**src/rtl/wmem_pingpong_ctrl.sv**
```systemverilog
// Ping-pong controller for the weight SRAM: fills one 32 KiB half from the write port
// while the MAC array computes from the other half; the halves swap once both sides finish.
module wmem_pingpong_ctrl #(
    parameter int MEM_ADDR_W = 16,
    parameter int PORT_W     = 32,
    parameter int LEN_W      = 14
) (
    input  logic                  clk_i,
    input  logic                  rst_ni,
    input  logic                  abort_i,
    input  logic                  load_start_i,
    input  logic [LEN_W-1:0]      load_len_i,
    output logic                  load_ready_o,
    input  logic                  wr_valid_i,
    input  logic [PORT_W-1:0]     wr_data_i,
    output logic                  wr_ready_o,
    output logic                  wmem_we_o,
    output logic [MEM_ADDR_W-1:0] wmem_addr_o,
    output logic [PORT_W-1:0]     wmem_wdata_o,
    output logic                  load_done_o,
    output logic                  load_err_o,
    output logic                  cmp_ready_o,
    input  logic                  cmp_start_i,
    input  logic                  cmp_done_i,
    output logic                  cmp_bank_o,
    output logic [3:0]            bank_state_o
);
    // One half of the memory holds 2^CNT_W port words.
    localparam int               CNT_W   = MEM_ADDR_W - 3;
    localparam logic [LEN_W-1:0] MAX_LEN = LEN_W'(2 ** CNT_W);

    typedef enum logic [1:0] {
        BUF_EMPTY   = 2'd0,
        BUF_FILLING = 2'd1,
        BUF_FULL    = 2'd2,
        BUF_IN_USE  = 2'd3
    } buf_state_e;

    typedef enum logic {
        LD_IDLE = 1'b0,
        LD_FILL = 1'b1
    } ld_state_e;

    ld_state_e             ld_state_q, ld_state_d;
    buf_state_e            buf_q [2];
    buf_state_e            buf_d [2];
    logic                  ld_ptr_q, ld_ptr_d;
    logic                  cmp_ptr_q, cmp_ptr_d;
    logic [CNT_W-1:0]      cnt_q, cnt_d;
    logic [LEN_W-1:0]      len_q, len_d;
    logic                  we_q, we_d;
    logic [MEM_ADDR_W-1:0] addr_q, addr_d;
    logic [PORT_W-1:0]     wdata_q, wdata_d;
    logic                  done_q, done_d;
    logic                  err_q, err_d;
    logic                  load_ready;
    logic                  wr_fire;

    assign load_ready = (ld_state_q == LD_IDLE) && (buf_q[ld_ptr_q] == BUF_EMPTY);
    assign wr_fire    = (ld_state_q == LD_FILL) && wr_valid_i;

    always_ff @(posedge clk_i or negedge rst_ni) begin
        if (!rst_ni) begin
            ld_state_q <= LD_IDLE;
            buf_q[0]   <= BUF_EMPTY;
            buf_q[1]   <= BUF_EMPTY;
            ld_ptr_q   <= 1'b0;
            cmp_ptr_q  <= 1'b0;
            cnt_q      <= '0;
            len_q      <= '0;
            we_q       <= 1'b0;
            addr_q     <= '0;
            wdata_q    <= '0;
            done_q     <= 1'b0;
            err_q      <= 1'b0;
        end else begin
            ld_state_q <= ld_state_d;
            buf_q[0]   <= buf_d[0];
            buf_q[1]   <= buf_d[1];
            ld_ptr_q   <= ld_ptr_d;
            cmp_ptr_q  <= cmp_ptr_d;
            cnt_q      <= cnt_d;
            len_q      <= len_d;
            we_q       <= we_d;
            addr_q     <= addr_d;
            wdata_q    <= wdata_d;
            done_q     <= done_d;
            err_q      <= err_d;
        end
    end

    always_comb begin
        ld_state_d = ld_state_q;
        buf_d      = buf_q;
        ld_ptr_d   = ld_ptr_q;
        cmp_ptr_d  = cmp_ptr_q;
        cnt_d      = cnt_q;
        len_d      = len_q;
        we_d       = 1'b0;
        addr_d     = addr_q;
        wdata_d    = wdata_q;
        done_d     = 1'b0;
        err_d      = 1'b0;

        if (load_start_i && load_ready) begin
            if (load_len_i == '0 || load_len_i > MAX_LEN) begin
                err_d = 1'b1;
            end else begin
                len_d            = load_len_i;
                cnt_d            = '0;
                buf_d[ld_ptr_q]  = BUF_FILLING;
                ld_state_d       = LD_FILL;
            end
        end

        if (wr_fire) begin
            we_d    = 1'b1;
            addr_d  = {ld_ptr_q, cnt_q, 2'b00};
            wdata_d = wr_data_i;
            if (LEN_W'(cnt_q) == len_q - LEN_W'(1)) begin
                buf_d[ld_ptr_q] = BUF_FULL;
                done_d          = 1'b1;
                ld_ptr_d        = ~ld_ptr_q;
                ld_state_d      = LD_IDLE;
                cnt_d           = '0;
            end else begin
                cnt_d = cnt_q + CNT_W'(1);
            end
        end

        // The compute side only acts on FULL/IN_USE buffers, so it never collides
        // with the load side, which only touches EMPTY/FILLING ones.
        if (cmp_start_i && buf_q[cmp_ptr_q] == BUF_FULL) begin
            buf_d[cmp_ptr_q] = BUF_IN_USE;
        end else if (cmp_done_i && buf_q[cmp_ptr_q] == BUF_IN_USE) begin
            buf_d[cmp_ptr_q] = BUF_EMPTY;
            cmp_ptr_d        = ~cmp_ptr_q;
        end

        if (abort_i) begin
            ld_state_d = LD_IDLE;
            buf_d[0]   = BUF_EMPTY;
            buf_d[1]   = BUF_EMPTY;
            ld_ptr_d   = 1'b0;
            cmp_ptr_d  = 1'b0;
            cnt_d      = '0;
            len_d      = '0;
            we_d       = 1'b0;
            addr_d     = '0;
            wdata_d    = '0;
            done_d     = 1'b0;
            err_d      = 1'b0;
        end
    end

    assign load_ready_o = load_ready;
    assign wr_ready_o   = (ld_state_q == LD_FILL);
    assign wmem_we_o    = we_q;
    assign wmem_addr_o  = addr_q;
    assign wmem_wdata_o = wdata_q;
    assign load_done_o  = done_q;
    assign load_err_o   = err_q;
    assign cmp_ready_o  = (buf_q[cmp_ptr_q] == BUF_FULL);
    assign cmp_bank_o   = cmp_ptr_q;
    assign bank_state_o = {buf_q[1], buf_q[0]};

endmodule

```
**config.mk**
```make
export PLATFORM = sky130hd
export DESIGN_NAME = wmem_pingpong_ctrl
export DESIGN_NICKNAME = d
export VERILOG_FILES = /design/src/rtl/wmem_pingpong_ctrl.sv
export SDC_FILE = /design/constraint.sdc
export NUM_CORES = 1
export LEC_CHECK = 0
export CELL_PAD_IN_SITES_DETAIL_PLACEMENT = 1
export CELL_PAD_IN_SITES_GLOBAL_PLACEMENT = 1
export CORE_MARGIN = 5
export CORE_UTILIZATION = 36
export CTS_CLUSTER_SIZE = 10
export DETAILED_ROUTE_END_ITERATION = 12
export HOLD_SLACK_MARGIN = 0.02
export PLACE_DENSITY = 0.77
export SKIP_LAST_GASP = 1
export SLEW_MARGIN = 20
export SYNTH_ARGS = -nofsm -noshare
export SYNTH_HDL_FRONTEND = slang
export SYNTH_SLANG_ARGS = --single-unit
```
**constraint.sdc**
```tcl
create_clock -name clk_i -period 3.2 [get_ports clk_i]
set_input_delay 0.32 -clock clk_i [delete_from_list [all_inputs] [get_ports clk_i]]
set_output_delay 0.32 -clock clk_i [all_outputs]
set_load 0.01 [all_outputs]
```
# == Yosys cells after proc, flatten, opt, wreduce, memory -nomap -nowiden ==
# Cells that the tools add are included.
# op_classes
reduce_logical,19
mux,48
add_sub_neg,2
n_bitwise,14
n_lt_le_gt_ge,5
n_eq_ne,6
# ops
op,count
$mux 13,5
$mux 32,2
$mux 14,3
$mux 16,2
$mux 4,7
$mux 1,19
$mux 2,8
$eq 13x14->1,1
$gt 14x14->1 const B,1
$logic_not 14->1,1
$sub 14x1->14 const B,1
$add 13x1->13 const B,1
$reduce_and 2->1,4
$reduce_bool 2->1,4
$logic_and 1x1->1,7
$and 2x2->2,2
$and 4x4->4,1
$demux 2 s1,2
$eq 2x2->1 const B,2
$ge 2x2->1 const B,2
$lt 2x1->1 const B,2
$ne 2x2->1 const B,2
$not 1->2,2
$not 2->2,2
other kinds (8),11
# word_totals
elab_cells,106
reg_bits,85
output_inout_bits,59

# == Longest topological paths before layout ==
# logic_depth
ltp_word,16
depth_mapped,9
depth_no_buf,9

# == Worst setup path after synthesis ==
# OpenSTA, ideal clock, no wires.
# synth_path
path_type,register -> register
start,register len_q[0]
end,register cnt_q[4]
setup_slack_ps,960
t_arrival_ps,2124
path_stages_with_launch,10
period_less_slack_ps,2240
cell_sequence,dfrtp_1 -> inv_1 -> ha_1 -> nor3b_2 -> a21oi_1 -> o211a_1 -> and4b_1 -> nand3_1 -> nand2_2 -> o311ai_0
# synth_via
elab_chain_cells,5
# synth_rtl
item,line,text
from (decl),50,"logic [LEN_W-1:0] len_q, len_d;"
from (signal assigned),83,len_q <= len_d;
$sub 14x1->14,120,if (LEN_W'(cnt_q) == len_q - LEN_W'(1)) begin
$eq 13x14->1,120,
$mux 13,120,
$mux 13,116,if (wr_fire) begin
$mux 13,140,if (abort_i) begin
to (signal assigned),82,cnt_q <= cnt_d;
to (decl),49,"logic [CNT_W-1:0] cnt_q, cnt_d;"
# Every way passes these cells.
# A chain may end at the register's enable or synchronous reset.

# == Worst setup path in the final report ==
# Ends and elaborated chain as after synthesis.

==> impl_results.md <==
* Crit path launch type: flip-flop
* Post-Route WL at 12,300 microns
* FP Rows at 39
* Net Sw Frac at 24.4%
* Post-route DRC at 0
* Peak Freq at 352 MHz
* Final Cell Area at 5600 sq um
* Combinational Power Share at 14.0%
* Unique masters post-synth at 58
* Post-cts hold buffer count at 0
* Avg Inst Size Synth at 9.16 sq um
* Critical Path AT at 3.03 ns
* Worst-Margin Slew at 0.771 ns
* Initial DRC count at 153
* Max stage delay cell, worst path: dfrtp_1
* Post-place setup slack at 0.193 ns
* Final setup violation count at 0
* Die Span Y at 117 microns
* Cts bufs inserted at 9
* Layout cells sized above 1 at 6.35%
* Maxcap violations at 0
* Max-slew violations at 0
* Vias in the first global route at 3,892
* Synth Flop Type: dfrtp_1
* # H-tree levels at 3
* Initial core utilization at 36.3%
* # IOs at 112
* Synth warnings at 0
* Max Root-Sink Buffers at 2
* NetSw at 0.611 mW
* RSZ-0062 raised after global routing: no
* Fraction of registers with async set/reset at 100%
* Overall routing resource usage at 18.6%
* Port bufs at 109
* Final worst path period share at 88.7%
* Dpl cell area at 5300 sq um
* Setup Total Neg Slack at 0 ns
* Synth Register Bits at 83
* Leak Pwr at 2.29 nW
* Core area at 11,300 sq um
* Die ar. at 13,700 sq um
* Clock Root Buffer: clkbuf_16
* Sequential area share after synthesis at 50.5%
* Core Util, Final at 49.5%
* CTS tree: yes
* Clock Latency Late Sink at 0.34 ns
* Slew headroom at 48.6%
* Post-CTS Repair Setup Buffers at 0
* WS Path Type: reg2reg
* Worst-path clk slew at 0.06 ns
* Flop pwr share at 44.2%
* Final net count at 602
* Cell Chain, Critical Path: inv_1 > ha_1 > nor3b_2 > a21oi_1 > o211a_1 > and4b_1 > nand3_1 > nand2_2 > o311ai_0
* Die W at 117 microns
* Largest net degree at the start of global routing at 84
* Global-route wire length before repair at 19,900 microns
* Req. time, crit path at 3.40 ns
* Area Growth Syn to Fin at 36.2%
* Final hold violation count at 0
* Worst vdd rail ir drop at 0.000266 V
* Post-DR vias/cell at 5.35
* Clock sinks at 83
* Initial antenna violation count at 0
* Mapped Cells at 449
* Max incr delay on CP at 0.49 ns
* Final RePlAce weighted congestion at 0.875
* Status: finished clean
* Wire per inst at 17.7 microns
* Pwr Density at 447 nW/um^2
* Critical Path End Type: flip-flop
* Post-Syn Area at 4110 sq um
* Share of the synthesized area in the top cell type at 50.5%
* Grt ovf at 0
* Hold/Removal Path Class: in2async
* N_diodes at 0
* Detailed placement HPWL at 8880 microns
* Post_cts resized at 0
* Clock Power Share at 41.8%
* Via count at 3,715
* CP max FO at 9
* Largest cells by area after synthesis: dfrtp_1, nand2_1, a21oi_1
* EDFF count, synth at 0
* DR pass1 iterations at 4
* Worst Slack Setup Final at 0.363 ns
* Cell taking the most area after synthesis: dfrtp_1
* Skew final at 0.00738 ns
* Internal Power at 1.89 mW
* ANT nets after route at 0
* Minimum clock period at 2.84 ns
power by group through the flow:
stage          Sequential [mW]  Combinational [mW]  Clock [mW]
2_1_floorplan             1.12               0.186           0
3_3_place_gp              1.12               0.343           0
3_5_place_dp              1.12               0.353           0
4_1_cts                   1.11               0.354        1.07
5_1_grt                   1.11               0.385        1.11
6_report                  1.11               0.350        1.05
synth_stat cells (2+ instances only):
cell	number
xnor2_1	11
a21oi_1	56
nand3_1	18
o21ai_0	9
clkbuf_1	23
nor3b_1	3
buf_1	3
or3_1	3
nand2b_1	3
o311ai_0	4
nor3_1	11
inv_1	11
nor4_1	3
nand4_1	3
ha_1	2
mux2i_1	2
a22o_1	15
a211oi_1	3
nand2_1	109
xor2_1	11
nor2_1	16
nand4b_1	2
nor4b_1	2
nor4_2	2
buf_4	2
buf_6	2
and3_1	7
dfrtp_1	83
cells by family after synthesis:
group                    Yosys count  share of synthesized area, %
AND/OR/NAND/NOR                  196                          23.3
AO/OA/AOI/OAI                    102                          16.0
flip-flops                        83                          50.5
buffers and inverters             41                          4.29
XOR/XNOR                          22                          4.69
adder cells (fa/ha/maj)            2                         0.609
multiplexers                       2                         0.487
other                              1                        0.0912
layer usage:
metal / share of wire, % / global-route usage (%) / vias to the layer above / routed length (microns)
li1: - / - / 1755 / -
met1: 45 / 25.4 / 1847 / 5530
met2: 48 / 29.8 / 93 / 5950
met3: 4.3 / 2.83 / 20 / 524
met4: 2.5 / 7.72 / 0 / 308
met5: 0 / 0 / - / 0
path summary, 6_finish.rpt:
| kind | start | to | slack (ns) | depth (start not counted) |
|---|---|---|---|---|
| worst max-delay path | len_q[0] | cnt_q[4] | 0.36 | 9 |
| worst min-delay path | rst_ni | len_q[3] | 0.007 | 1 |
| worst max register to register | len_q[0] | cnt_q[4] | 0.36 | 9 |
| worst min register to register | wmem_wdata_o[27] | wmem_wdata_o[27] | 0.52 | 2 |
| max in group asynchronous | rst_ni | cnt_q[2] | 2.64 | 1 |
| min in group clk_i | abort_i | wr_ready_o | 0.24 | 2 |
state kept, by name, summed over array words and instances (netlist names):
signal,flops
ld_ptr_q,1
wmem_we_o,1
bank_state_o,4
cmp_bank_o,1
wmem_wdata_o,32
wmem_addr_o,14
len_q,14
load_err_o,1
cnt_q,13
load_done_o,1
wr_ready_o,1
worst max-delay path, delay by kind of cell, from the launching register on:
| family | cells | cell delay (ns) |
|---|---|---|
| simple gates | 4 | 1.05 |
| fa+ha+maj | 1 | 0.20 |
| flops | 1 | 0.49 |
| compound gates | 3 | 0.85 |
| buf+inv | 1 | 0.10 |
layout make-up:
| class | instances | area, sq um |
|---|---|---|
| Multi-Input combinational cell | 326 | 1870 |
| Tap cell | 143 | 179 |
| Clock buffer | 13 | 260 |
| Sequential cell | 83 | 2080 |
| Fill cell | 1293 | 5720 |
| Inverter | 11 | 41.3 |
| Timing Repair Buffer | 116 | 1140 |
| Clock inverter | 2 | 35.0 |
through the flow:
stage / power (mW) / hold slack, ns / instances
floorplan: 1.31 / 0.0244 / 450
global placement: 1.47 / 0.509 / 679
detailed placement: 1.48 / 0.516 / 679
CTS: 2.53 / 0.223 / 694
global route: 2.60 / 0.0851 / 694
finish: 2.50 / 0.00654 / 694
cell usage in the layout, fill, tap and decap left out, types with 9 or more instances in the layout:
cell type	n
a21oi_1	56
a22o_1	15
clkbuf_16	9
clkdlybuf4s50_1	107
dfrtp_1	83
inv_1	11
nand2_1	108
nand3_1	18
nor2_1	15
nor3_1	11
o21ai_0	9
xnor2_1	11
xor2_1	11
Power figures use the tool's default switching activity.
